### src/rtl/ifetch_queue.sv
// ifetch_queue: instruction prefetch unit.
// Issues sequential word fetches to a 1-cycle-latency synchronous ROM and
// buffers each returned instruction together with its byte PC in a small
// FIFO. The head entry is offered to the core under a valid/ready handshake.
// A redirect discards every queued and in-flight fetch and restarts fetching
// at the (word-aligned) target.
module ifetch_queue #(
    parameter int unsigned DEPTH    = 4,             // FIFO entries, power of two, >= 2
    parameter logic [31:0] RESET_PC = 32'h0000_0000, // first fetch address after reset
    parameter int unsigned AW       = 14             // ROM word-address width
) (
    input  logic          clk,
    input  logic          rst,
    input  logic          redirect_valid,
    input  logic [31:0]   redirect_pc,
    output logic          irom_en,
    output logic [AW-1:0] irom_addr,
    input  logic [31:0]   irom_rdata,
    output logic          out_valid,
    output logic [31:0]   out_pc,
    output logic [31:0]   out_instr,
    input  logic          out_ready
);

    localparam int unsigned PW = $clog2(DEPTH);

    // Occupancy limits: a fetch may only issue if the queue can still hold
    // its response, counting the word that is already on its way back.
    localparam logic [PW:0]   CNT_MAX    = (PW+1)'(DEPTH);
    localparam logic [PW:0]   CNT_MAX_M1 = (PW+1)'(DEPTH - 1);
    localparam logic [PW:0]   CNT_ONE    = (PW+1)'(1);
    localparam logic [PW-1:0] PTR_ONE    = PW'(1);

    // ------------------------------------------------------------------
    // State
    // ------------------------------------------------------------------
    logic [31:0]   fetch_pc;     // byte PC of the next fetch to issue
    logic          inflight;     // a ROM read was issued last cycle
    logic [31:0]   inflight_pc;  // byte PC of that read

    logic [31:0]   pc_mem    [DEPTH];
    logic [31:0]   instr_mem [DEPTH];
    logic [PW-1:0] rd_ptr;
    logic [PW-1:0] wr_ptr;
    logic [PW:0]   count;

    // ------------------------------------------------------------------
    // Control decode
    // ------------------------------------------------------------------
    logic space_ok;
    logic issue;
    logic push;
    logic pop;
    logic has_entries;

    // The low two bits of the redirect target never reach the fetch PC.
    logic unused_redirect_lsb;
    assign unused_redirect_lsb = ^redirect_pc[1:0];

    assign space_ok    = inflight ? (count < CNT_MAX_M1) : (count < CNT_MAX);
    assign issue       = !rst && !redirect_valid && space_ok;
    assign has_entries = (count != '0);

    // A ROM return is kept only if nothing has flushed it in this cycle.
    assign push = inflight && !rst && !redirect_valid;

    // A redirect cycle hides the head, so a concurrent out_ready is ignored.
    assign out_valid = !rst && !redirect_valid && has_entries;
    assign pop       = out_valid && out_ready;

    assign irom_en   = issue;
    assign irom_addr = fetch_pc[AW+1:2];

    // Head entry is read straight from the array; it is zeroed while invalid
    // so the outputs are well defined out of reset and during a flush.
    assign out_pc    = out_valid ? pc_mem[rd_ptr]    : 32'h0000_0000;
    assign out_instr = out_valid ? instr_mem[rd_ptr] : 32'h0000_0000;

    // ------------------------------------------------------------------
    // Fetch sequencer: next PC, in-flight tracking, redirect restart
    // ------------------------------------------------------------------
    // NOTE: state is updated with non-blocking assignments so every register
    // samples the pre-edge values regardless of statement order.
    always_ff @(posedge clk) begin
        if (rst) begin
            fetch_pc    <= RESET_PC;
            inflight    <= 1'b0;
            inflight_pc <= 32'h0000_0000;
        end else if (redirect_valid) begin
            fetch_pc <= {redirect_pc[31:2], 2'b00};
            inflight <= 1'b0;
        end else begin
            inflight <= issue;
            if (issue) begin
                fetch_pc    <= fetch_pc + 32'd4;
                inflight_pc <= fetch_pc;
            end
        end
    end

    // ------------------------------------------------------------------
    // Queue bookkeeping: pointers and occupancy
    // ------------------------------------------------------------------
    // Redirect discards everything by snapping the read pointer onto the
    // write pointer; the storage itself is left as is.
    always_ff @(posedge clk) begin
        if (rst) begin
            rd_ptr <= '0;
            wr_ptr <= '0;
            count  <= '0;
        end else if (redirect_valid) begin
            rd_ptr <= wr_ptr;
            count  <= '0;
        end else begin
            if (push) begin
                wr_ptr <= wr_ptr + PTR_ONE;
            end
            if (pop) begin
                rd_ptr <= rd_ptr + PTR_ONE;
            end
            case ({push, pop})
                2'b10:   count <= count + CNT_ONE;
                2'b01:   count <= count - CNT_ONE;
                default: count <= count;
            endcase
        end
    end

    // ------------------------------------------------------------------
    // Queue storage: write the returning {pc, instr} pair at the tail
    // ------------------------------------------------------------------
    // NOTE: the payload arrays carry no reset; an entry is only ever read
    // after it has been written, since count guards out_valid.
    always_ff @(posedge clk) begin
        if (push) begin
            pc_mem[wr_ptr]    <= inflight_pc;
            instr_mem[wr_ptr] <= irom_rdata;
        end
    end

    // ------------------------------------------------------------------
    // Design invariants
    // ------------------------------------------------------------------
    // The reservation rule guarantees the queue never overfills.
    a_no_overflow : assert property (
        @(posedge clk) disable iff (rst) (count <= CNT_MAX)
    );

    // A stalled head must hold until it is taken or flushed.
    a_head_stable : assert property (
        @(posedge clk) disable iff (rst)
        (out_valid && !out_ready) |=>
            (rst || redirect_valid || (out_valid && out_pc == $past(out_pc)
                                        && out_instr == $past(out_instr)))
    );

endmodule

### config.mk
export PLATFORM = sky130hd
export DESIGN_NAME = ifetch_queue
export DESIGN_NICKNAME = d
export VERILOG_FILES = /design/src/rtl/ifetch_queue.sv
export SDC_FILE = /design/constraint.sdc
export NUM_CORES = 1
export LEC_CHECK = 0
export ABC_AREA = 1
export CORE_ASPECT_RATIO = 1.5
export CORE_MARGIN = 4
export CORE_UTILIZATION = 60
export DETAILED_ROUTE_END_ITERATION = 8
export PLACE_DENSITY = 0.84
export SYNTH_ARGS = -nofsm -noshare
export SYNTH_HDL_FRONTEND = slang
export SYNTH_SLANG_ARGS = --single-unit
### constraint.sdc
create_clock -name clk -period 10.6 [get_ports clk]
set_input_delay 1.59 -clock clk [delete_from_list [all_inputs] [get_ports clk]]
set_output_delay 1.59 -clock clk [all_outputs]
set_load 0.01 [all_outputs]
# Word-level counts from Yosys, hierarchy flattened
# Memory sizes are Yosys's and may differ from the RTL's. A register that Yosys moved wholly into a read port is not among the register bits.
# Index checks and enable logic that the tools add are counted.
[word_totals]
register_bits = 72
ramBits = 256
inputBits = 68
out_inout_bits = 80
elab_cells = 48
mem_count = 2
[memory_table]
columns = ["name", "words", "width", "read_ports", "rd_ports_with_merged_regs", "wr", "line_no", "rtl"]
rows = [
  ["instr_mem", 4, 32, 1, 1, 1, "42", "logic [31:0] instr_mem [DEPTH];"],
  ["pc_mem", 4, 32, 1, 1, 1, "41", "logic [31:0] pc_mem [DEPTH];"],
]
[classes]
add_sub_neg = 5
n_lt_le_gt_ge = 2
eq_ne = 2
muxes = 14
n_bitwise = 1
n_reduce_logical = 15
[ops]
columns = ["cell", "n"]
rows = [
  ["32-bit two-way mux", 4],
  ["32-bit by 3-bit adder with 32-bit output, second input constant", 1],
  ["2-bit two-way mux", 6],
  ["1-bit logical AND", 6],
  ["3-bit case mux with 2 select lines", 1],
  ["2-bit nonzero test", 3],
  ["2-bit by 1-bit adder with 2-bit output, second input constant", 2],
  ["2-bit AND reduction", 2],
  ["3-bit by 1-bit adder with 3-bit output, second input constant", 1],
  ["3-bit by 2-bit < comparator with 1-bit output, second input constant", 1],
  ["3-bit < comparator, second input constant", 1],
  ["1-bit two-way mux", 3],
  ["3-bit nonzero test", 1],
  ["3-bit by 1-bit subtractor with 3-bit output, second input constant", 1],
  ["2-bit by 1-bit == test with 1-bit output, second input constant", 1],
  ["2-bit == test, second input constant", 1],
  ["1-bit logical NOT", 2],
  ["2-bit OR reduction", 1],
  ["1-bit inverter", 1],
]

# Logic depth before layout (Yosys ltp)
# Gate-level depths: netlist (run 1).
[logic_depth]
depth_word = 8
mapped_depth = 11
mapped_depth_nobuf = 11

# Worst setup path after synthesis (run 1)
# OpenSTA, ideal clock, no wires.
[synth_timing]
kind = "input to register"
start = "in redirect_valid"
end = "mem instr_mem[0][0] (enable)"
setup_ns = 0.482
arrival_time_ns = 4.702
slack_ns = 5.416
path_stages = 4
n_path_buf = 1
path_cell_list = "buf_2 -> nor2_4 -> nand2_1 -> nor2_1"
[synth_between]
elab_chain_len = 4
[synth_rtl]
columns = ["element", "line_no", "rtl"]
rows = [
  ["from (decl)", "14", "input logic redirect_valid,"],
  ["1-bit logical NOT", "65", "assign push = inflight && !rst && !redirect_valid;"],
  ["1-bit logical AND", "65", ""],
  ["1-bit two-way mux", "135", "if (push) begin"],
  ["1-bit two-way mux (implied by the code)", "137", "instr_mem[wr_ptr] <= irom_rdata;"],
  ["to (decl)", "42", ""],
]
# Every way passes these cells.

# Worst setup path after layout (run 1)
[layout_timing]
start = "in rst"
end = "out irom_en"
[layout_between]
elab_chain_len = 3
[layout_rtl]
columns = ["element", "line_no", "rtl"]
rows = [
  ["from (decl)", "13", "input logic rst,"],
  ["1-bit logical NOT", "61", "assign issue = !rst && !redirect_valid && space_ok;"],
  ["1-bit logical AND (2 in series)", "61", ""],
  ["to (decl)", "16", "output logic irom_en,"],
]
# Every way passes these cells.

==> results of run 1 <==
==> synthesized netlist by cell type, drive strengths merged <==
library cell  instances  share of area
nor2                351           0.10
edfxtp              248           0.56
o21ai               159          0.060
nand2               137          0.039
a21oi                94          0.035
inv                  84          0.024
dfxtp                70           0.10
nand3                55          0.022
buf                  48          0.020
clkbuf               37          0.010
nor3                 12         0.0045
a211oi                8         0.0045
ha                    6         0.0056
nand3b                5         0.0028
xor2                  4         0.0026
a31oi                 3         0.0014
nand4                 3         0.0014
a22oi                 2         0.0011
o211ai                2         0.0011
and2                  1        0.00047
conb                  1        0.00028
fa                    1         0.0015
or2                   1        0.00047
==> final cells by class <==
type                       count  area [µm²]  share of cell area
sequential                   318        8850               0.560
multi-input combinational    846        3820               0.241
timing repair buffer         154        1510              0.0957
clock buffer                  35         800              0.0505
tap                          272         340              0.0215
inverter                      84         315              0.0199
clock inverter                18         175              0.0111
==> cell families after synthesis <==
family / share of synthesized area
AND/OR/NAND/NOR: 0.170
flip-flops: 0.662
AO/OA/AOI/OAI: 0.103
buffers and inverters: 0.0543
adder cells (fa/ha/maj): 0.00712
XOR/XNOR: 0.00262
other: 0.000281
==> flip-flops by register name, indices dropped and copies added (netlist names), named ones only <==
signal	flops
wr_ptr	2
pc_mem	120
rd_ptr	2
instr_mem	128
inflight_pc	30
fetch_pc	30
inflight	1
count	3
==> metal layers <==
layer | vias to the layer above | global-route usage | wire length (µm)
met5 | - | 0 | 0
met4 | 0 | 0.0824 | 757
met3 | 57 | 0.0283 | 1710
met2 | 353 | 0.438 | 15900
met1 | 4619 | 0.282 | 11300
li1 | 4694 | - | -
==> through the flow <==
stage                     power [W]  area (µm²)  instances  hold WS [ps]   util
after floorplan             0.00149       13400       1333           455      -
after global placement      0.00154       14800       1674           469  0.681
after detailed placement    0.00155       14800       1674           489  0.681
after CTS                   0.00257       15800       1727           502  0.725
after global routing        0.00265       15800       1727           520  0.725
final                       0.00256       15800       1727           506  0.725
==> path summary, 6_finish.rpt <==
path	from	to	slack, ps	cells after the start
max	rst	irom_en	4580	6
min	inflight_pc[12]	pc_mem[1][12]	510	0
min reg2reg	inflight_pc[12]	pc_mem[1][12]	510	0
max reg2reg	count[1]	fetch_pc[26]	8320	7
==> power groups by stage <==
stage	Combinational, W	Clock (W)	Sequential (W)
after global routing	0.000154	0.00111	0.00139
after CTS	0.000138	0.00105	0.00139
final	0.000138	0.00104	0.00139
after detailed placement	0.000137	0	0.00141
after global placement	0.000133	0	0.00141
after floorplan	0.0000847	0	0.00141
==> critical path: stages <==
cell             delay [ps]
clkdlybuf4s50_1         390
buf_4                   270
nor2_4                  200
nand3_4                 400
inv_2                   880
clkdlybuf4s50_1         690
==> summary.md, run 1 <==
| Metric | Value |
|---|---|
| Clk_skew | `between 15 and 20 ps` |
| Final min period | `roughly 6000 ps` |
| H-tree depth | `1` |
| RSZ-0062 raised after global routing | `no` |
| First-pass GRT wire length | `about 47 mm` |
| Maxcap violations | `0` |
| Rel. slew slack | `0.266` |
| Drt total wl | `slightly below 30 mm` |
| Setup Fix Bufs, Post-CTS | `0` |
| Slew @ Worst Pin | `around 1100 ps` |
| Worst-Skew Late Latency | `between 500 and 600 ps` |
| GRT Total Usage | `0.237` |
| Peak supply drop | `approximately 0.15 mV` |
| Fin crit share | `0.568` |
| Via/cell ratio | `5.63` |
| Port Buffers | `around 140` |
| Leakage | `approximately 5.6 nW` |
| Syn Std Cell Area | `between 10000 and 15000 µm²` |
| Status | `completed` |
| Synth-to-Final Area Change | `18.4%` |
| Clock power share | `0.406` |
| TritonCTS clock tree | `built` |
| # rows | `66` |
| Max FO, Critical Path | `60` |
| Placement Setup Slack | `4560 ps` |
| Antenna Nets Post-Route | `0` |
| Yosys reg bits | `between 300 and 400` |
| Net Sw Power | `between 0.0005 and 0.0006 W` |
| Share of layout cells above drive strength 1 | `0.0550` |
| GR Overflow Total | `0` |
| Core box area | `21800 µm²` |
| Post-CTS resize count | `0` |
| Largest net degree at the start of global routing | `125` |
| Final WS setup | `~4600 ps` |
| Flop pwr share | `0.540` |
| Internal | `slightly above 0.002 W` |
| Nets | `around 1500` |
| Yosys cell types | `31` |
| CTS Buf Count | `29` |
| Startpoint Class | `input pin` |
| Die Ht | `about 190 µm` |
| DR pass1 iterations | `5` |
| Final Setup Violations | `0` |
| Clk root buf | `clkbuf_16` |
| Slew Viols, Final | `0` |
| Initial antenna violation count | `0` |
| Reg clk slew, reported paths | `70 ps` |
| Cells after Synth | `around 1300` |
| Hold buffers post-CTS | `0` |
| Tightest Hold Check Type | `flop to flop` |
| Sink Count | `~320` |
| Wire length per cell | `~17 µm` |
| Initial DRC count | `~730` |
| Die Footprint | `between 20000 and 25000 µm²` |
| Final hold violations | `0` |
| Worst Setup End Kind | `output pin` |
| Gate power share | `0.054` |
| Mapped Avg Cell Area | `approximately 10 µm²` |
| Commonest non-fill, non-tap cell in the layout | `nor2_1` |
| CP required | `9010 ps` |
| Worst Path Arrival | `approximately 4400 ps` |
| HPWL Detailed | `approximately 17 mm` |
| Routability Congestion | `0.883` |
| Starting Density | `0.613` |
| Fillers | `1509` |
| FMAX | `roughly 170 MHz` |
| Clock buffer depth | `3` |
| Setup Total Neg Slack | `0 ps` |
| Synth Warn # | `0` |
| DRC | `0` |
| Kind of critical path | `input pin to output pin` |
| Die X | `between 100 and 150 µm` |
| Seq/Total Area, Yosys | `0.662` |
| Sw frac | `0.214` |
| Via count | `between 9000 and 10000` |
| I/O Pins | `148` |
| Commonest cells after routing, fill and taps aside | `341 x nor2_1, 248 x edfxtp_1, 159 x o21ai_0` |
| Number of diodes | `0` |
| Vias in the first global route | `roughly 9700` |
| Power Dens Cells | `162 nW/µm²` |
No activity file was read; power rests on OpenSTA's default activity.
==> run 2, diff against run 1 <==
--- a/config.mk
+++ b/config.mk
@@ -8,9 +8,9 @@
 export ABC_AREA = 1
 export CORE_ASPECT_RATIO = 1.5
 export CORE_MARGIN = 4
-export CORE_UTILIZATION = 60
+export CORE_UTILIZATION = 56
 export DETAILED_ROUTE_END_ITERATION = 8
-export PLACE_DENSITY = 0.84
+export PLACE_DENSITY = 0.79
 export SYNTH_ARGS = -nofsm -noshare
 export SYNTH_HDL_FRONTEND = slang
 export SYNTH_SLANG_ARGS = --single-unit
==> constraint.sdc (replaced) <==
create_clock -name clk -period 5.9 [get_ports clk]
set_input_delay 0.885 -clock clk [delete_from_list [all_inputs] [get_ports clk]]
set_output_delay 0.885 -clock clk [all_outputs]
set_load 0.01 [all_outputs]
==> summary.md, run 2 (synthesized netlist as in run 1, its figures left out) <==
| Metric | Value |
|---|---|
| Status | `completed` |
| Slew @ Worst Pin | `1200 ps (+96.8 ps)` |
| Final min period | `4230 ps` |
| Synth-to-Final Area Change | `19.6%` |
| Initial DRC count | `685 (-5.6%)` |
| Leakage | `5.66 nW (+0.85%)` |
| CTS Buf Count | `28 (-3.4%)` |
| Starting Density | `0.567 (-0.0460)` |
| Port Buffers | `143 (unchanged)` |
| Clock buffer depth | `3 (unchanged)` |
| Flop2flop setup slack | `3080 ps (-5240 ps)` |
| Sink Count | `318 (unchanged)` |
| CP startpoint | `redirect_valid` |
| Antenna Nets Post-Route | `0 (unchanged)` |
| Routability Congestion | `0.887 (+0.54%)` |
| Maxcap violations | `0 (unchanged)` |
| Worst Setup End Kind | `output pin` |
| Max reg flops | `128 (unchanged)` |
| Share of layout cells above drive strength 1 | `0.0555 (+0.000535)` |
| Max FO, Critical Path | `35 (-42%)` |
| RSZ-0062 raised after global routing | `no` |
| HPWL Detailed | `18.5 mm (+7.0%)` |
| # rows | `69 (+4.5%)` |
| Post-CTS resize count | `0 (unchanged)` |
| Clk_skew | `6.14 ps (-9.97 ps)` |
| Wire length per cell | `17.1 µm (-0.33%)` |
| Final Setup Violations | `0 (unchanged)` |
| Commonest cells after routing, fill and taps aside | `341 x nor2_1, 248 x edfxtp_1, 159 x o21ai_0` |
| Final hold violations | `0 (unchanged)` |
| Kind of critical path | `input pin to output pin` |
| Core box area | `23600 µm² (+8.1%)` |
| Largest net degree at the start of global routing | `109 (-13%)` |
| GR Overflow Total | `0 (unchanged)` |
| Setup Total Neg Slack | `0 ps (unchanged)` |
| Clk root buf | `clkbuf_16` |
| GRT Total Usage | `0.227 (-0.0101)` |
| Reg clk slew, reported paths | `60 ps (about the same)` |
| Worst-Skew Late Latency | `540 ps (about the same)` |
| Nets | `1512 (+0.27%)` |
| Peak supply drop | `0.216 mV (+44%)` |
| Number of diodes | `0 (unchanged)` |
| Via/cell ratio | `5.46 (-3.1%)` |
| Die X | `134 µm (+3.3%)` |
| Via count | `9701 (-0.23%)` |
| Vias in the first global route | `9722 (+0.71%)` |
| DRC | `0 (unchanged)` |
| HP Start | `inflight_pc[18]` |
| DR pass1 iterations | `5 (unchanged)` |
| Tightest Hold Check Type | `flop to flop` |
| Initial antenna violation count | `0 (unchanged)` |
| First-pass GRT wire length | `48.7 mm (+4.2%)` |
| Total chip power | `0.00474 W (+85%)` |
| Hold buffers post-CTS | `0 (unchanged)` |
| Fin crit share | `0.718` |
| Fillers | `1754 (+16%)` |
| Power Dens Cells | `296 nW/µm² (+83%)` |
| Worst Path Arrival | `3350 ps (-1080 ps)` |
| Largest Register | `instr_mem` |
| H-tree depth | `1 (unchanged)` |
| Drt total wl | `30.4 mm (+2.6%)` |
| FMAX | `between 200 and 250 MHz` |
| Die Ht | `197 µm (+3.4%)` |
| Slew Viols, Final | `0 (unchanged)` |
| TritonCTS clock tree | `built` |
| Biggest regs | `instr_mem x128, pc_mem x120` |
| Rel. slew slack | `0.202 (-0.0645)` |
| Layout Utilization | `0.678 (-0.0475)` |
| Die Footprint | `26400 µm² (+6.8%)` |
| Crit Reg-Reg Startpoint | `count[0]` |
| Startpoint Class | `input pin` |
| I/O Pins | `148 (unchanged)` |
| CP required | `5020 ps (-3990 ps)` |
| Setup Fix Bufs, Post-CTS | `0 (unchanged)` |
| Commonest non-fill, non-tap cell in the layout | `nor2_1` |
==> run 2: cell count changes in the layout (fill, tap and decap cells not counted) <==
cell | previous run | this run
inv_6 | 2 | 0
clkbuf_8 | 3 | 4
bufinv_16 | 2 | 6
clkinv_2 | 5 | 3
clkbuf_16 | 30 | 29
buf_12 | 0 | 1
clkbuf_1 | 2 | 5
inv_8 | 1 | 0
clkinv_4 | 4 | 1
buf_4 | 11 | 15
==> run 2: layout make-up <==
cell class / count / area (µm²) / share of cell area
sequential: 318 / 8850 / 0.554
multi-input combinational: 846 / 3820 / 0.239
timing repair buffer: 159 / 1560 / 0.0979
clock buffer: 38 / 800 / 0.0500
tap: 319 / 399 / 0.0250
inverter: 84 / 315 / 0.0197
clock inverter: 14 / 230 / 0.0144
==> run 2: worst paths after layout <==
path | cells after the start | endpoint
min | 0 | pc_mem[2][18]
max reg2reg | 11 | count[2]
min reg2reg | 0 | pc_mem[2][18]
max | 6 | out_instr[9]
==> run 2: report_power, final <==
group | total [W] | switching, W | internal [W] | leakage (nW)
sequential | 0.00249 | 0.0000385 | 0.00245 | 2.85
clock | 0.00200 | 0.000782 | 0.00121 | 0.495
combinational | 0.000251 | 0.000147 | 0.000103 | 2.31
==> run 2: layer usage <==
metal,vias up,track usage,share of wire
met1,4584,0.285,0.39
met2,348,0.410,0.53
met5,-,0,0
li1,4713,-,-
met4,0,0.0811,0.025
met3,56,0.0222,0.056
==> run 2: per-stage QoR <==
step	hold WS [ps]	cells	instance area (µm²)	setup slack, ps
2_1_floorplan	455	1333	13400	1420
3_3_place_gp	471	1726	15000	1670
3_5_place_dp	485	1726	15000	1650
4_1_cts	515	1778	16000	1610
5_1_grt	528	1778	16000	1350
6_report	512	1778	16000	1670
==> run 2: worst max-delay path, stage by stage <==
cell	delay, ps
clkdlybuf4s50_1	460
nor2_4	200
nand2_2	530
buf_4	450
a21oi_1	220
clkdlybuf4s50_1	580
==> run 3, diff against run 2 <==
==> constraint.sdc (replaced) <==
create_clock -name clk -period 4.4 [get_ports clk]
set_input_delay 0.66 -clock clk [delete_from_list [all_inputs] [get_ports clk]]
set_output_delay 0.66 -clock clk [all_outputs]
set_load 0.01 [all_outputs]
==> summary.md, run 3 (synthesized netlist as in run 1, its figures left out) <==
| Metric | Value |
|---|---|
| CP peak stage delay | `600 ps (+20 ps)` |
| Reg clk slew, reported paths | `60 ps (about the same)` |
| Slowest cell on the critical path | `clkdlybuf4s50_1` |
| Drt total wl | `29.6 mm (-2.8%)` |
| Antenna Nets Post-Route | `0 (unchanged)` |
| Routed wl met2 | `15.4 mm (-4.0%)` |
| Gate power share | `0.056 (+0.003)` |
| Final Setup Violations | `0 (unchanged)` |
| Rel. slew slack | `0.361 (+0.159)` |
| Top sig layer | `met4` |
| Worst Path Arrival | `2850 ps (-500 ps)` |
| Largest Register | `instr_mem` |
| DRC | `0 (unchanged)` |
| Initial antenna violation count | `0 (unchanged)` |
| Initial DRC count | `602 (-12%)` |
| HPWL Detailed | `17.7 mm (-4.2%)` |
| Fillers | `1749 (-0.29%)` |
| Status | `completed` |
| First-pass GRT wire length | `46.7 mm (-4.0%)` |
| Net Sw Power | `0.00129 W (+33%)` |
| Layout Utilization | `0.674 (-0.00361)` |
| Starting Density | `0.567 (unchanged)` |
| CTS Buf Count | `28 (unchanged)` |
| Max reg flops | `128 (unchanged)` |
| Clk_skew | `23.5 ps (+17.3 ps)` |
| Clock power share | `0.390 (-0.031)` |
| Critical Path Stages | `6 (unchanged)` |
| Tightest Hold Check Type | `flop to flop` |
| DR pass1 iterations | `5 (unchanged)` |
| Clk root buf | `clkbuf_16` |
| Biggest regs | `instr_mem x128, pc_mem x120` |
| Top delay family on crit path | `buffers and inverters` |
| Via count | `9660 (-0.42%)` |
| Crit-path cells | `clkdlybuf4s50_1, nor2_4, nand2_2, buf_12, a21oi_1, clkdlybuf4s50_1` |
| Synth-to-Final Area Change | `19.0%` |
| Flop2flop setup slack | `2070 ps (-1010 ps)` |
| RSZ-0062 raised after global routing | `no` |
| Setup Fix Bufs, Post-CTS | `0 (unchanged)` |
| GR Overflow Total | `0 (unchanged)` |
| Nets | `1513 (+0.066%)` |
| Clock buffer depth | `3 (unchanged)` |
| Internal | `0.00473 W (+26%)` |
| Sw frac | `0.214 (+0.00968)` |
| Final hold violations | `0 (unchanged)` |
| Routability Congestion | `0.898 (+1.2%)` |
| Die Footprint | `26400 µm² (unchanged)` |
| Maxcap violations | `0 (unchanged)` |
| CP required | `3740 ps (-1280 ps)` |
| Flop pwr share | `0.555 (+0.029)` |
| R2r worst-path depth | `11 (unchanged)` |
| Worst Setup End Kind | `output pin` |
| Crit Reg-Reg Startpoint | `count[0]` |
| Die Ht | `197 µm (unchanged)` |
| Hold buffers post-CTS | `0 (unchanged)` |
| Fin crit share | `0.798` |
| Met1 WL | `11.7 mm (-2.2%)` |
| Worst-Skew Late Latency | `550 ps (about the same)` |
| Wire length per cell | `16.6 µm (-2.9%)` |
| Number of diodes | `0 (unchanged)` |
| Buf+Inv Stages, Crit Path | `3 (unchanged)` |
| Port Buffers | `143 (unchanged)` |
| Startpoint Class | `input pin` |
| Sink Count | `318 (unchanged)` |
| Vias in the first global route | `9565 (-1.6%)` |
| Most used cell, CP | `clkdlybuf4s50_1` |
| Slew Viols, Final | `0 (unchanged)` |
| Peak supply drop | `0.283 mV (+31%)` |
| CP startpoint | `redirect_valid` |
| I/O Pins | `148 (unchanged)` |
| Slew @ Worst Pin | `959 ps (-239 ps)` |
| Via/cell ratio | `5.43 (-0.48%)` |
| H-tree depth | `1 (unchanged)` |
| Commonest cells after routing, fill and taps aside | `341 x nor2_1, 248 x edfxtp_1, 159 x o21ai_0` |
| Power Dens Cells | `379 nW/µm² (+28%)` |
| Max FO, Critical Path | `50 (+43%)` |
| Largest net degree at the start of global routing | `125 (+15%)` |
| Final min period | `3510 ps` |
| GRT Total Usage | `0.219 (-0.00818)` |
| Post-CTS resize count | `0 (unchanged)` |
| Leakage | `5.63 nW (-0.64%)` |
| R2r endpoint | `count[2]` |
| Commonest non-fill, non-tap cell in the layout | `nor2_1` |
| Die X | `134 µm (unchanged)` |
| FMAX | `roughly 280 MHz` |
| # rows | `69 (unchanged)` |
| Setup Total Neg Slack | `0 ps (unchanged)` |
| Kind of critical path | `input pin to output pin` |
| Core box area | `23600 µm² (unchanged)` |
| Critical Path Sink | `out_pc[17]` |
| Share of layout cells above drive strength 1 | `0.0534 (-0.00209)` |
| Met3 wire len | `1.54 mm (-10%)` |
| TritonCTS clock tree | `built` |
[run 3: cell count changes in the layout (fill, tap and decap cells not counted), moves of 2 or more]
cell       change
inv_1          +2
clkinv_2       -2
clkbuf_1       +2
bufinv_16      -6
buf_12         +3
buf_4          -2
[run 3: how the worst min path moves through the flow]
| stage | start | endpoint | cells after the start |
|---|---|---|---|
| after detailed placement | inflight_pc[14] | pc_mem[1][14] | 0 |
| after global placement | inflight_pc[14] | pc_mem[1][14] | 0 |
| final | inflight_pc[18] | pc_mem[0][18] | 0 |
| after global routing | inflight_pc[18] | pc_mem[0][18] | 0 |
| after floorplan | inflight_pc[10] | pc_mem[0][10] | 0 |
| after CTS | inflight_pc[18] | pc_mem[0][18] | 0 |
[run 3: layout make-up]
cell class / instances / area, µm² / share of cell area
clock inverters: 11 / 78.8 / 0.00496
inverters: 84 / 315 / 0.0198
repair buffers: 160 / 1610 / 0.101
flip-flops and latches: 318 / 8850 / 0.557
multi-input cells: 846 / 3820 / 0.240
well taps: 319 / 399 / 0.0251
clock buffers: 41 / 821 / 0.0516
[run 3: per-stage QoR]
step | setup WS, ps | hold WS (ps) | cells | cell area (µm²) | total power, W
finish | 888 | 498 | 1779 | 15900 | 0.00602
CTS | 864 | 489 | 1779 | 15900 | 0.00606
floorplan | 146 | 455 | 1333 | 13400 | 0.00359
detailed placement | 855 | 484 | 1727 | 15000 | 0.00374
global placement | 902 | 474 | 1727 | 15000 | 0.00372
global route | 771 | 510 | 1779 | 15900 | 0.00620
[run 3: worst reg2reg max path, stage by stage (launching register included)]
cell	delay, ps
dfxtp_1	330
inv_1	90
nand3_1	100
nand2_2	250
nor2_1	310
ha_1	200
inv_1	70
fa_1	380
a21oi_1	140
o21ai_0	110
xor2_1	150
nor3_1	130
[run 3: per-layer routing]
metal  vias up  GRT usage
li1       4705          -
met1      4547      0.273
met2       340      0.388
met3        68     0.0229
met4         0     0.0947
met5         -          0
[run 3: power by group through the flow]
stage | combinational, W | sequential, W | clock (W)
after global placement | 0.000326 | 0.00340 | 0
after global routing | 0.000380 | 0.00334 | 0.00248
after CTS | 0.000339 | 0.00333 | 0.00239
after detailed placement | 0.000336 | 0.00340 | 0
after floorplan | 0.000204 | 0.00339 | 0
final | 0.000337 | 0.00334 | 0.00234
